**config.mk**
```make
export PLATFORM = sky130hd
export DESIGN_NAME = and_gate_unit
export DESIGN_NICKNAME = d
export VERILOG_FILES = /design/src/rtl/and_gate_pkg.sv /design/src/rtl/popcount_tree.sv /design/src/rtl/and_gate_unit.sv
export SDC_FILE = /design/constraint.sdc
export NUM_CORES = 1
export LEC_CHECK = 0
export BUFFER_PORTS_ARGS = -buffer_cell sky130_fd_sc_hd__buf_4
export CORE_AREA = 8 8 45 47
export DETAILED_ROUTE_END_ITERATION = 8
export DIE_AREA = 0 0 53 55
export SLEW_MARGIN = 5
export SYNTH_ARGS = -nofsm -noshare
export SYNTH_HDL_FRONTEND = slang
export SYNTH_SLANG_ARGS = --single-unit
```
**constraint.sdc**
```tcl
create_clock -name clk -period 1 [get_ports clk]
set_clock_uncertainty 0.05 [all_clocks]
set_input_delay 0.1 -clock clk [delete_from_list [all_inputs] [get_ports clk]]
set_output_delay 0.1 -clock clk [all_outputs]
set_load 0.02 [all_outputs]
```
**src/rtl/and_gate_pkg.sv**
```systemverilog
`default_nettype none
// ============================================================================
//  Module      : and_gate_pkg
//  Description : Shared constants and helpers for the gated-mask AND stage.
//  Revision    : 1.0 - initial release
// ============================================================================
package and_gate_pkg;

  // Widest lane count the stage is qualified for.
  localparam int MAX_WIDTH = 64;

  // Bits needed to hold a population count of 0..width.
  function automatic int cnt_width(input int width);
    return $clog2(width + 1);
  endfunction

endpackage
`default_nettype wire

```
**src/rtl/popcount_tree.sv**
```systemverilog
`default_nettype none
// ============================================================================
//  Module      : popcount_tree
//  Description : Combinational pairwise adder tree counting set bits of a
//                vector. Leaves are padded to a power of two with zeros.
//  Revision    : 1.0 - initial release
// ============================================================================
module popcount_tree
  import and_gate_pkg::*;
#(
  parameter int WIDTH = 1,
  parameter int CNT_W = cnt_width(WIDTH)
) (
  input  logic [WIDTH-1:0] bits,
  output logic [CNT_W-1:0] count
);

  localparam int c_levels = (WIDTH > 1) ? $clog2(WIDTH) : 0;
  localparam int c_leaves = 1 << c_levels;

  // Level 0 holds one-bit leaves; each higher level halves the node count.
  for (genvar l = 0; l <= c_levels; l++) begin : g_level
    logic [CNT_W-1:0] sum [0:(c_leaves >> l)-1];

    if (l == 0) begin : g_leaf
      for (genvar i = 0; i < c_leaves; i++) begin : g_bit
        if (i < WIDTH) begin : g_real
          assign sum[i] = CNT_W'(bits[i]);
        end else begin : g_pad
          assign sum[i] = '0;
        end
      end
    end else begin : g_add
      for (genvar i = 0; i < (c_leaves >> l); i++) begin : g_pair
        assign sum[i] = g_level[l-1].sum[2*i] + g_level[l-1].sum[2*i+1];
      end
    end
  end

  assign count = g_level[c_levels].sum[0];

endmodule
`default_nettype wire

```
**src/rtl/and_gate_unit.sv**
```systemverilog
`default_nettype none
// ============================================================================
//  Module      : and_gate_unit
//  Description : Registered bitwise AND stage with valid/ready on both sides,
//                a one-entry skid buffer for full throughput under
//                backpressure, and registered all-ones / zero / popcount flags.
//  Revision    : 1.0 - initial release
// ============================================================================
module and_gate_unit
  import and_gate_pkg::*;
#(
  parameter int WIDTH = 1,
  parameter int CNT_W = cnt_width(WIDTH)
) (
  input  logic             clk,
  input  logic             rst_n,
  input  logic             in_valid,
  output logic             in_ready,
  input  logic [WIDTH-1:0] a,
  input  logic [WIDTH-1:0] b,
  output logic             out_valid,
  input  logic             out_ready,
  output logic [WIDTH-1:0] out,
  output logic             out_all,
  output logic             out_zero,
  output logic [CNT_W-1:0] ones_cnt
);

  if (WIDTH < 1 || WIDTH > MAX_WIDTH) begin : g_width_check
    $error("and_gate_unit: WIDTH must be within 1..%0d", MAX_WIDTH);
  end

  logic [WIDTH-1:0] w_and;
  logic [WIDTH-1:0] w_next;
  logic [CNT_W-1:0] w_cnt;
  logic             w_in_xfer;
  logic             w_out_free;
  logic             w_load;

  logic [WIDTH-1:0] r_skid;
  logic             r_skid_full;
  logic [WIDTH-1:0] r_out;
  logic             r_out_valid;
  logic             r_all;
  logic             r_zero;
  logic [CNT_W-1:0] r_cnt;

  // Ready is gated by reset so nothing is accepted in a reset cycle.
  assign in_ready   = rst_n & ~r_skid_full;
  assign w_in_xfer  = in_valid & in_ready;
  // Output register can take a new value if empty or being drained now.
  assign w_out_free = ~r_out_valid | out_ready;
  assign w_and      = a & b;
  // The skid entry is always older than the incoming pair, so it goes first.
  assign w_next     = r_skid_full ? r_skid : w_and;
  assign w_load     = w_out_free & (r_skid_full | w_in_xfer);

  popcount_tree #(
    .WIDTH (WIDTH),
    .CNT_W (CNT_W)
  ) u_popcount (
    .bits  (w_next),
    .count (w_cnt)
  );

  // Output register: result and flags load together from the selected source.
  always_ff @(posedge clk) begin
    if (!rst_n) begin
      r_out_valid <= 1'b0;
      r_out       <= '0;
      r_all       <= 1'b0;
      r_zero      <= 1'b1;
      r_cnt       <= '0;
    end else if (w_load) begin
      r_out_valid <= 1'b1;
      r_out       <= w_next;
      r_all       <= &w_next;
      r_zero      <= ~|w_next;
      r_cnt       <= w_cnt;
    end else if (out_ready) begin
      r_out_valid <= 1'b0;
    end
  end

  // Skid entry: park an accepted pair while the output register is stalled.
  always_ff @(posedge clk) begin
    if (!rst_n) begin
      r_skid_full <= 1'b0;
      r_skid      <= '0;
    end else if (r_skid_full) begin
      if (w_out_free) begin
        r_skid_full <= 1'b0;
      end
    end else if (w_in_xfer && !w_out_free) begin
      r_skid_full <= 1'b1;
      r_skid      <= w_and;
    end
  end

  assign out_valid = r_out_valid;
  assign out       = r_out;
  assign out_all   = r_all;
  assign out_zero  = r_zero;
  assign ones_cnt  = r_cnt;

endmodule
`default_nettype wire

```
## Word level (Yosys, flattened, before mapping)

Index checks and enable logic that the tools add are counted.

| operators by class | value |
|---|---|
| mux-type cells | 6 |
| bitwise gates (word level) | 8 |
| reductions and logical operators | 5 |

Operators by type and width:

| cell | count |
|---|---|
| $mux 1 | 6 |
| $and 1x1->1 | 4 |
| $logic_not 1->1 | 2 |
| $not 1->1 | 2 |
| $or 1x1->1 | 2 |
| $reduce_and 2->1 | 1 |
| $reduce_bool 2->1 | 1 |
| $logic_and 1x1->1 | 1 |

| storage, ports and cells | value |
|---|---|
| register bits | 5 |

## Logic depth before layout (Yosys ltp)

Gate-level depths: netlist (run 1).

| depth | value |
|---|---|
| depth after elaboration | 6 |
| depth in mapped cells | 3 |

## Hierarchy

Synthesis (run 1) repeated with hierarchy kept, for this count alone.

| unflattened totals | value |
|---|---|
| cells, all modules | 32 |
| area, all modules | 274.0 µm² |

Modules (own cells, without submodules):

| module | instances | cells each | area an instance (µm²) | seq. area each (µm²) |
|---|---|---|---|---|
| and_gate_unit | 1 | 31 | 266.5 | 120.1 |
| popcount_tree | 1 | 1 | 7.5 | 0.0 |

## Worst setup path after synthesis (run 1)

OpenSTA, ideal clock, no wires.

| timing | value |
|---|---|
| kind | flip-flop to flip-flop |
| start | register r_out_valid, in the netlist out_valid |
| end | register r_cnt, in the netlist ones_cnt |
| data arrival time | 0.891 ns |
| required time | 0.832 ns |
| path slack | -0.058 ns |
| cell stages (with the launch flop) | 4 |
| path buffers | 0 |
| cell sequence | dfxtp_1 and2b_4 nor2_1 o2111a_1 |

| on the way | value |
|---|---|
| word-level cells in the longest chain between the ends | 3 |

Ends and longest elaborated chain:

| element | line | RTL |
|---|---|---|
| from (decl) | and_gate_unit.sv:43 | `logic r_out_valid;` |
| from (signal assigned) | and_gate_unit.sv:69 | `r_out_valid <= 1'b0;` |
| from (signal assigned) | and_gate_unit.sv:75 | `r_out_valid <= 1'b1;` |
| from (signal assigned) | and_gate_unit.sv:81 | `r_out_valid <= 1'b0;` |
| $not 1->1 | and_gate_unit.sv:52 | `assign w_out_free = ~r_out_valid \| out_ready;` |
| $or 1x1->1 | and_gate_unit.sv:52 |  |
| $and 1x1->1 | and_gate_unit.sv:56 | `assign w_load = w_out_free & (r_skid_full \| w_in_xfer);` |
| to (signal assigned) | and_gate_unit.sv:79 | `r_cnt <= w_cnt;` |
| to (decl) | and_gate_unit.sv:46 | `logic [CNT_W-1:0] r_cnt;` |

Every way passes these cells.
A chain may end at the register's enable or synchronous reset.

## Worst setup path in the final report (run 1)

| timing | value |
|---|---|
| start | register r_skid_full |
| end | output in_ready |

| on the way | value |
|---|---|
| word-level cells in the longest chain between the ends | 2 |

Ends and longest elaborated chain:

| element | line | RTL |
|---|---|---|
| from (decl) | and_gate_unit.sv:41 | `logic r_skid_full;` |
| from (signal assigned) | and_gate_unit.sv:88 | `r_skid_full <= 1'b0;` |
| from (signal assigned) | and_gate_unit.sv:92 | `r_skid_full <= 1'b0;` |
| from (signal assigned) | and_gate_unit.sv:95 | `r_skid_full <= 1'b1;` |
| $not 1->1 (no line) | n/a |  |
| $and 1x1->1 | and_gate_unit.sv:49 | `assign in_ready = rst_n & ~r_skid_full;` |
| to (decl) | and_gate_unit.sv:18 | `output logic in_ready,` |

Every way passes these cells.

==> metrics, run 1 <==
pin count of the biggest net entering global routing 8; ordered cell list for the critical path and2b_1, buf_6; number of nets in the layout 46; headroom to the max-slew limit 0.899; class of the tightest hold or removal check in -> reg; half-perimeter wire length of the detailed placement result 483 um; top post-synthesis cells by count sky130_fd_sc_hd__dfxtp_1 (5), sky130_fd_sc_hd__buf_4 (2), sky130_fd_sc_hd__nand4_1 (2), sky130_fd_sc_hd__nor2_1 (2), sky130_fd_sc_hd__o21ai_0 (2); fraction of layout cells with a size suffix above 1 0.564; hold depth 2; number of antenna violations at the first check in global routing 0; library cell used as clock root buffer sky130_fd_sc_hd__clkbuf_4; Remaining DRCs 0; top cells by area in the synthesized netlist sky130_fd_sc_hd__dfxtp_1 (41%), sky130_fd_sc_hd__buf_4 (6.2%), sky130_fd_sc_hd__nand4_1 (5.2%), sky130_fd_sc_hd__a21boi_2 (4.7%), sky130_fd_sc_hd__o2111a_1 (4.7%); number of DRC markers in iteration 0 4; layout overhead on the synthesized area 58.0%; via count of the first global-routing pass 256; critical path endpoint category primary output; antenna viol nets, final 0; number of standard cells in the layout, taps in and fillers out 55; first-pass iteration count of the detailed router 4; beginning of the worst hold path rst_n; FF+latch count, synth 5; total design power 0.555 mW; via count 227; ratio of total power to cell area 1460 nW/um2; startpoint kind of the worst setup timing path flip-flop; Syn Std Cell Area 241 um2; buffers added on ports 11; CP peak stage delay 0.34 ns; Mapped Nets 31; Std-Cell Core Area 1380 um2; number of cells produced by synthesis 25; global-route congestion overflow total 0; clock buffers created by TritonCTS 3; Worst Reg2Reg Path Length in Cells 2; failing checks setup timing; Netlist cell types 17; die area 2920 um2; worst r2r dst out_valid; Worst-Skew Late Latency 0.24 ns; Yosys warnings 0; Starting Density 0.175; run status finished with violations; number of standard-cell rows in the floorplan 14; height of the chip 55 um; number of instances in the placed design 50; total area of sequential cells 105 um2; Worst EP required 0.85 ns; Overall Global Routing Usage 0.0486; Diodes inserted 0; part of the cycle the worst path needs 1.05; fill cell total of the finished layout 156; CTS tree built; final weighted congestion in routability-driven placement 0.651; worst path arrival time 0.90 ns; maximum operating frequency 956 MHz; launch point of the worst reg-to-reg path r_skid_full; overall routed net length 617 um; maximum buffer depth of the clock tree 2; fraction of the yosys area taken by sequential cells 0.415; worst-case setup margin in the final layout -0.0456 ns; max-cap check violation count 0; clock tree sinks 5; measured slew at the worst slew-check pin 0.150 ns; global-route wire length before repair 1.02 mm; portion of synthesized cell area occupied by the leading cell type 0.415; number of failing hold endpoints at the final stage 0; worst hold-check slack 0.0422 ns; leading area contributor after synthesis sky130_fd_sc_hd__dfxtp_1; count of endpoints failing setup in the final report 1; wire per inst 11.2 um; slowest stage cell on the critical path sky130_fd_sc_hd__dfxtp_4; worst voltage drop across the vdd grid 0.000538 V; Reg2Reg Setup Slack 0.01 ns; unrepaired setup endpoints after global routing yes; ys flop type sky130_fd_sc_hd__dfxtp_1; most frequent cell after synthesis sky130_fd_sc_hd__dfxtp_1; CTS H-Tree Depth 1; hold worst-path end out_zero; kind of critical path reg -> out; total negative slack -0.0456 ns; width of the die 53 um; Worst-path clk slew 0.05 ns; EDFF count, synth 0; setup slack at placement 0.0458 ns; area of the multi-input gates 136 um2; Min Clock Period, post-route 1.05 ns; async set-reset flop share out of synthesis 0; static power due to leakage 0.166 nW; mean cell area of the mapped netlist 9.66 um2; Top Ports 12; maximum net fanout on the critical path 4; final number of max-transition violations 0; Vias per Instance 4.13
-- metrics by stage --
step                cell area [um2]   util
floorplan                       243      -
global placement                330  0.239
detailed placement              330  0.239
CTS                             382  0.276
global route                    382  0.276
finish                          382  0.276
-- report_power, final --
group / internal (mW) / total, mW / switching [mW]
clock: 0.151 / 0.235 / 0.0837
combinational: 0.0544 / 0.106 / 0.0519
sequential: 0.208 / 0.214 / 0.00647
-- cells by family after synthesis --
family,Yosys count,synth area share
and+or+nand+nor,11,0.285
AOI/OAI and AO/OA,7,0.238
DFF,5,0.415
buffers and inverters,2,0.0622
-- final cells by class --
cell class | instances | area share
Clock buffer | 4 | 0.0689
Timing Repair Buffer | 12 | 0.246
Multi-Input combinational cell | 18 | 0.357
Sequential cell | 5 | 0.275
Tap cell | 16 | 0.0525
-- how the worst max path moves through the flow --
stage,cells after the start,from,to
finish,2,r_skid_full,in_ready
global route,2,r_skid_full,in_ready
CTS,2,r_skid_full,in_ready
detailed placement,3,r_skid_full,ones_cnt
global placement,3,r_skid_full,ones_cnt
floorplan,3,out_valid,ones_cnt
-- state kept, by name (all words and copies together), names as in the netlist --
signal and count:
r_skid 1, out_valid 1, r_skid_full 1, ones_cnt 1, out_zero 1
-- placed cells by master, fill, tap and decap left out, drive strengths merged --
| cell | synthesis | routed |
|---|---|---|
| buf | 2 | 12 |
| dfxtp | 5 | 5 |
| clkbuf | 0 | 4 |
| nand4 | 2 | 2 |
| o21ai | 2 | 2 |
| nor2 | 2 | 2 |
| and2b | 2 | 2 |
| nor2b | 1 | 1 |
| a21bo | 1 | 1 |
| a21boi | 1 | 1 |
| nand2b | 1 | 1 |
| o31a | 1 | 1 |
| nand3b | 1 | 1 |
| nand2 | 1 | 1 |
| nand3 | 1 | 1 |
| a21oi | 1 | 1 |
| o2111a | 1 | 1 |
-- timing repair --
action | CTS | global route
setup buffers | 1 | 0
cloned | 0 | 0
endpoints found under the setup margin | 1 | 4
gates resized for setup | 5 | 0
pin swaps | 1 | 2
hold buffers | 0 | 0
-- layer usage --
metal | part of all wire | global-route usage
met5 | 0 | 0
met1 | 0.40 | 0.0471
met3 | 0.089 | 0.0214
met4 | 0 | 0.0388
met2 | 0.51 | 0.0801
-- critical path: cells and delay by family (launching register included) --
| family | cells | cell delay (ns) |
|---|---|---|
| buffers and inverters | 1 | 0.12 |
| AND/OR/NAND/NOR | 1 | 0.20 |
| flip-flops | 1 | 0.34 |
(Power assumes the default switching activity.)
==> run 2: changes to the inputs <==
Settings changed: BUFFER_PORTS_ARGS -buffer_cell sky130_fd_sc_hd__buf_4 to unset, DONT_BUFFER_PORTS set to 1.
==> run 2 against run 1 <==
  * The run still ends with setup timing left
  * Register-to-register slack hardly changed
  * Clock power is 3% lower
  * Critical endpoint unchanged
  * Via count is 1.8% lower
  * Combinational power is 20% lower
  * Core utilization is 2.9 points lower
  * Largest cell class unchanged
  * Die area stayed put
  * First-iteration DRC count is 75% lower
  * Count of clock-buffer cells in the layout stayed put
==> metrics, run 2 (synthesized netlist as in run 1, its figures left out) <==
final number of max-transition violations 0 (unchanged); ratio of total power to cell area 1550 nW/um2 (was 1460 nW/um2); switching power summed over all nets 0.130 mW (was 0.142 mW); overall routed net length 625 um (was 617 um); power share of the clock group 0.433 (was 0.422); total area of sequential cells 105 um2 (unchanged); ordered cell list for the critical path and2b_2 (was and2b_1, buf_6); slowest stage cell on the critical path sky130_fd_sc_hd__dfxtp_4 (unchanged); worst-case setup margin in the final layout -0.0177 ns (was -0.0456 ns); Internal Power 0.398 mW (was 0.413 mW); critical path endpoint category primary output (unchanged); layout overhead on the synthesized area 41.5% (was 58.0%); CP peak stage delay 0.37 ns (was 0.34 ns); via count of the first global-routing pass 225 (was 256); Worst-path clk slew 0.05 ns (about the same); startpoint kind of the worst setup timing path flip-flop (unchanged); count of endpoints failing setup in the final report 1 (unchanged); library cell used as clock root buffer sky130_fd_sc_hd__clkbuf_4 (unchanged); Vias per Instance 4.46 (was 4.13); clock buffers created by TritonCTS 3 (unchanged); number of standard cells in the layout, taps in and fillers out 50 (was 55); run status finished with violations (unchanged); worst voltage drop across the vdd grid 0.000651 V (was 0.000538 V); buffers added on ports 0 (was 11); failing checks setup timing (unchanged); unrepaired setup endpoints after global routing yes (unchanged); Switching Fraction 0.245 (was 0.256); Top Ports 12 (unchanged); class of the tightest hold or removal check in -> reg (unchanged); global-route wire length before repair 1.00 mm (was 1.02 mm); cell family with the largest share of critical-path delay flip-flops (unchanged); number of instances in the placed design 42 (was 50); Overall Global Routing Usage 0.0475 (was 0.0486); Worst-Skew Late Latency 0.24 ns (about the same); Min Clock Period, post-route 1.02 ns (was 1.05 ns); maximum net fanout on the critical path 6 (was 4); global-route congestion overflow total 0 (unchanged); Remaining DRCs 0 (unchanged); sum of buffers and inverters on the critical path 0 (was 1); number of gates on the worst path with buffers counted 1 (was 2); hold depth 2 (unchanged); fill cell total of the finished layout 148 (was 156); Std-Cell Core Area 1380 um2 (unchanged); maximum buffer depth of the clock tree 2 (unchanged); kind of critical path reg -> out (unchanged); width of the die 53 um (unchanged); pin count of the biggest net entering global routing 7 (was 8); die area 2920 um2 (unchanged); height of the chip 55 um (unchanged); Worst EP required 0.85 ns (about the same); wire per inst 12.5 um (was 11.2 um); worst hold-check slack 0.0482 ns (was 0.0422 ns); final weighted congestion in routability-driven placement 0.627 (was 0.651); buffer count from post-CTS setup fixing 0 (was 1); number of antenna violations at the first check in global routing 0 (unchanged); most frequent cells in the layout sky130_fd_sc_hd__dlygate4sd3_1 (4), sky130_fd_sc_hd__clkbuf_4 (3), sky130_fd_sc_hd__dfxtp_1 (3), sky130_fd_sc_hd__buf_4 (3) (was sky130_fd_sc_hd__buf_4 (11), sky130_fd_sc_hd__clkbuf_4 (3), sky130_fd_sc_hd__dfxtp_1 (3)); part of the cycle the worst path needs 1.02 (was 1.05); Worst Reg2Reg Path Length in Cells 3 (was 2); static power due to leakage 0.129 nW (was 0.166 nW); worst path arrival time 0.87 ns (was 0.90 ns); headroom to the max-slew limit 0.877 (was 0.899); combinational cell fraction of total power 0.161 (was 0.191); Diodes inserted 0 (unchanged); sequential share of power 0.406 (was 0.386); clock tree sinks 5 (unchanged); number of failing hold endpoints at the final stage 0 (unchanged); area of the multi-input gates 128 um2 (was 136 um2); antenna viol nets, final 0 (unchanged); CTS H-Tree Depth 1 (unchanged); Starting Density 0.175 (unchanged); most frequent standard cell in the layout excluding fill and tap cells sky130_fd_sc_hd__dlygate4sd3_1 (was sky130_fd_sc_hd__buf_4); CTS tree built (unchanged); measured slew at the worst slew-check pin 0.183 ns (was 0.150 ns); first-pass iteration count of the detailed router 2 (was 4); number of DRC markers in iteration 0 1 (was 4); half-perimeter wire length of the detailed placement result 456 um (was 483 um); via count 223 (was 227); number of nets in the layout 41 (was 46); number of standard-cell rows in the floorplan 14 (unchanged); max-cap check violation count 0 (unchanged); maximum operating frequency 983 MHz (was 956 MHz); fraction of layout cells with a size suffix above 1 0.382 (was 0.564)
## run 2: changes by cell type in the layout (fill, tap and decap cells not counted)
cell                            delta
sky130_fd_sc_hd__and2b_1           -1
sky130_fd_sc_hd__and2b_2           +1
sky130_fd_sc_hd__buf_4             -8
sky130_fd_sc_hd__buf_6             -1
sky130_fd_sc_hd__dlygate4sd3_1     +4
sky130_fd_sc_hd__nand3_1           +1
sky130_fd_sc_hd__nand3_2           -1
sky130_fd_sc_hd__nor2b_2           +1
sky130_fd_sc_hd__nor2b_4           -1
## run 2: metrics by stage
step	setup TNS (ns)	utilization	cell area (um2)	setup WS, ns	total power, mW
4_1_cts	-0.0245	0.247	342	-0.0245	0.537
2_1_floorplan	0	-	243	0.0269	0.276
3_5_place_dp	0	0.195	270	0.0402	0.289
3_3_place_gp	0	0.195	270	0.0456	0.289
6_report	-0.0177	0.247	342	-0.0177	0.528
5_1_grt	-0.0781	0.247	342	-0.0400	0.554
## run 2: layer usage
metal | share of wire | vias to the layer above | GRT usage
li1 | - | 108 | -
met3 | 0.061 | 2 | 0.0187
met4 | 0.0080 | 0 | 0.0388
met5 | 0 | - | 0
met1 | 0.44 | 108 | 0.0455
met2 | 0.49 | 5 | 0.0801
## run 2: power groups by stage
| stage | Combinational, mW | Clock [mW] | Sequential, mW |
|---|---|---|---|
| floorplan | 0.0467 | 0 | 0.230 |
| global placement | 0.0682 | 0 | 0.220 |
| detailed placement | 0.0690 | 0 | 0.220 |
| CTS | 0.0853 | 0.237 | 0.214 |
| global route | 0.0912 | 0.247 | 0.215 |
| finish | 0.0850 | 0.229 | 0.214 |
## run 2: layout make-up
type                    count  area share
repair buffers              7       0.183
flip-flops and latches      5       0.308
multi-input cells          18       0.374
clock buffers               4      0.0769
well taps                  16      0.0586
## run 2: path summary, 6_finish.rpt
path	start	endpoint	slack, ns
max	r_skid_full	in_ready	-0.02
min reg2reg	r_skid_full	out_valid	0.48
max reg2reg	r_skid_full	ones_cnt	0.01
min	out_ready	r_skid_full	0.05
## run 2: repair_timing
action                                 4_1_cts  5_1_grt
setup endpoints to repair                    1        3
pin swaps                                    0        0
hold buffers                                 4        0
endpoints found under the hold margin        5        0
resized for setup                            3        0
==> run 3: changes to the inputs <==
Clock period 1 ns to 0.9 ns, I/O delays scaled along.
==> run 3 against run 2 <==
  * The flow still finishes with violations (setup timing)
  * Count of clock-buffer cells in the layout did not move
  * Clock power increased by 15%
  * Combinational power up 36%
  * Largest power group unchanged
==> metrics, run 3 (synthesized netlist as in run 1, its figures left out) <==
via count 233 (was 223); detailed-routed wire length on met2 299 um (was 309 um); most frequent standard cell in the layout excluding fill and tap cells sky130_fd_sc_hd__dlygate4sd3_1 (unchanged); failing checks setup timing (unchanged); CP peak stage delay 0.33 ns (was 0.37 ns); sum of buffers and inverters on the critical path 1 (was 0); part of the cycle the worst path needs 1.20; startpoint kind of the worst setup timing path flip-flop (unchanged); max-cap check violation count 0 (unchanged); Diodes inserted 0 (unchanged); maximum buffer depth of the clock tree 2 (unchanged); amount of wire on met3 after detailed routing 134 um (was 38 um); count of endpoints failing setup in the final report 4 (was 1); maximum operating frequency 924 MHz; worst voltage drop across the vdd grid 0.000703 V (was 0.000651 V); critical path endpoint category primary output (unchanged); CTS tree built (unchanged); first-pass iteration count of the detailed router 2 (unchanged); width of the die 53 um (unchanged); most frequent cells in the layout sky130_fd_sc_hd__dlygate4sd3_1 (4), sky130_fd_sc_hd__clkbuf_4 (3), sky130_fd_sc_hd__buf_4 (3) (was sky130_fd_sc_hd__dlygate4sd3_1 (4), sky130_fd_sc_hd__clkbuf_4 (3), sky130_fd_sc_hd__dfxtp_1 (3), sky130_fd_sc_hd__buf_4 (3)); number of antenna violations at the first check in global routing 0 (unchanged); Post-Route M1 WL 220 um (was 273 um); Worst EP required 0.76 ns (was 0.85 ns); worst path arrival time 0.94 ns (was 0.87 ns); Starting Density 0.175 (unchanged); cell family with the largest share of critical-path delay flip-flops (unchanged); number of standard-cell rows in the floorplan 14 (unchanged); CTS H-Tree Depth 1 (unchanged); half-perimeter wire length of the detailed placement result 467 um (was 456 um); global-route congestion overflow total 0 (unchanged); Worst-Skew Late Latency 0.25 ns (was 0.24 ns); number of nets in the layout 44 (was 41); headroom to the max-slew limit 0.880 (was 0.877); top layer used by detailed routing met4 (unchanged); fraction of layout cells with a size suffix above 1 0.514 (was 0.382); Non-Filler Cell Area, Final 402 um2 (was 342 um2); Worst-path clk slew 0.05 ns (about the same); unrepaired setup endpoints after global routing yes (unchanged); Min Clock Period, post-route 1.08 ns; height of the chip 55 um (unchanged); Vias per Instance 4.40 (was 4.46); pin count of the biggest net entering global routing 6 (was 7); number of failing hold endpoints at the final stage 0 (unchanged); buffers added on ports 0 (unchanged); antenna viol nets, final 0 (unchanged); ordered cell list for the critical path buf_6, and2b_2 (was and2b_2); die area 2920 um2 (unchanged); Remaining DRCs 0 (unchanged); final number of max-transition violations 0 (unchanged); fill cell total of the finished layout 152 (was 148); clock buffers created by TritonCTS 3 (unchanged); via count of the first global-routing pass 231 (was 225); clock tree sinks 5 (unchanged); Std-Cell Core Area 1380 um2 (unchanged); global-route wire length before repair 972 um (was 1.00 mm); Post-Place Cell Area 280 um2 (was 270 um2); library cell used as clock root buffer sky130_fd_sc_hd__clkbuf_4 (unchanged); wire per inst 12.5 um (about the same); run status finished with violations (unchanged); class of the tightest hold or removal check in -> reg (unchanged); kind of critical path reg -> out (unchanged); Top Ports 12 (unchanged); layout overhead on the synthesized area 66.3% (was 41.5%); worst-case setup margin in the final layout -0.182 ns (was -0.0177 ns); ratio of total power to cell area 1540 nW/um2 (was 1550 nW/um2); static power due to leakage 0.159 nW (was 0.129 nW); final weighted congestion in routability-driven placement 0.730 (was 0.627); Overall Global Routing Usage 0.0519 (was 0.0475); total design power 0.618 mW (was 0.528 mW); overall routed net length 660 um (was 625 um); number of DRC markers in iteration 0 2 (was 1); slowest stage cell on the critical path sky130_fd_sc_hd__dfxtp_4 (unchanged); measured slew at the worst slew-check pin 0.179 ns (was 0.183 ns); maximum net fanout on the critical path 2 (was 6)
[run 3: timing repair]
item | 4_1_cts | 5_1_grt
resized for setup | 10 | 3
hold buffers | 4 | 0
buffers inserted | 1 | 1
endpoints found under the hold margin | 5 | 0
endpoints found under the setup margin | 8 | 9
pin swaps | 3 | 0
gates cloned | 0 | 0
[run 3: final timing paths]
| kind | slack (ns) | depth (start not counted) | to | from |
|---|---|---|---|---|
| worst max-delay path | -0.18 | 2 | in_ready | r_skid_full |
| worst min-delay path | 0.02 | 3 | out_zero | b |
| worst max register to register | -0.12 | 4 | ones_cnt | r_skid_full |
| worst min register to register | 0.44 | 2 | out_zero | out_zero |
[run 3: worst reg2reg max path, delay by kind of cell (launching register included)]
family,cells,cell delay [ns]
compound gates,2,0.32
buf+inv,1,0.15
flops,1,0.33
simple gates,1,0.05
[run 3: per-layer routing]
metal / GRT usage / vias up
met2: 0.0781 / 12
met4: 0.0259 / 0
met3: 0.0722 / 2
met5: 0 / -
li1: - / 114
met1: 0.0335 / 105
[run 3: cell type report]
cell class | instances | area [um2] | share of cell area
Multi-Input combinational cell | 18 | 141 | 0.352
Sequential cell | 5 | 109 | 0.271
Timing Repair Buffer | 10 | 105 | 0.262
Clock buffer | 4 | 26.3 | 0.0654
Tap cell | 16 | 20.0 | 0.0498
[run 3: where the power goes]
| part | internal [mW] | total (mW) | switching, mW | leakage, nW |
|---|---|---|---|---|
| Combinational | 0.0628 | 0.116 | 0.0532 | 0.101 |
| Sequential | 0.230 | 0.238 | 0.00749 | 0.0427 |
| Clock | 0.168 | 0.264 | 0.0964 | 0.0150 |
| Total | 0.461 | 0.618 | 0.157 | 0.159 |
[run 3: metrics by stage]
step | setup slack (ns) | hold WS, ns | std cells | TNS (ns) | util
floorplan | -0.0589 | 0.114 | 25 | -0.164 | -
detailed placement | -0.0405 | 0.120 | 43 | -0.154 | 0.203
global route | -0.212 | 0.0283 | 53 | -0.560 | 0.290
finish | -0.182 | 0.0247 | 53 | -0.427 | 0.290
CTS | -0.196 | 0.0173 | 52 | -0.445 | 0.276
global placement | -0.0361 | 0.120 | 43 | -0.116 | 0.203
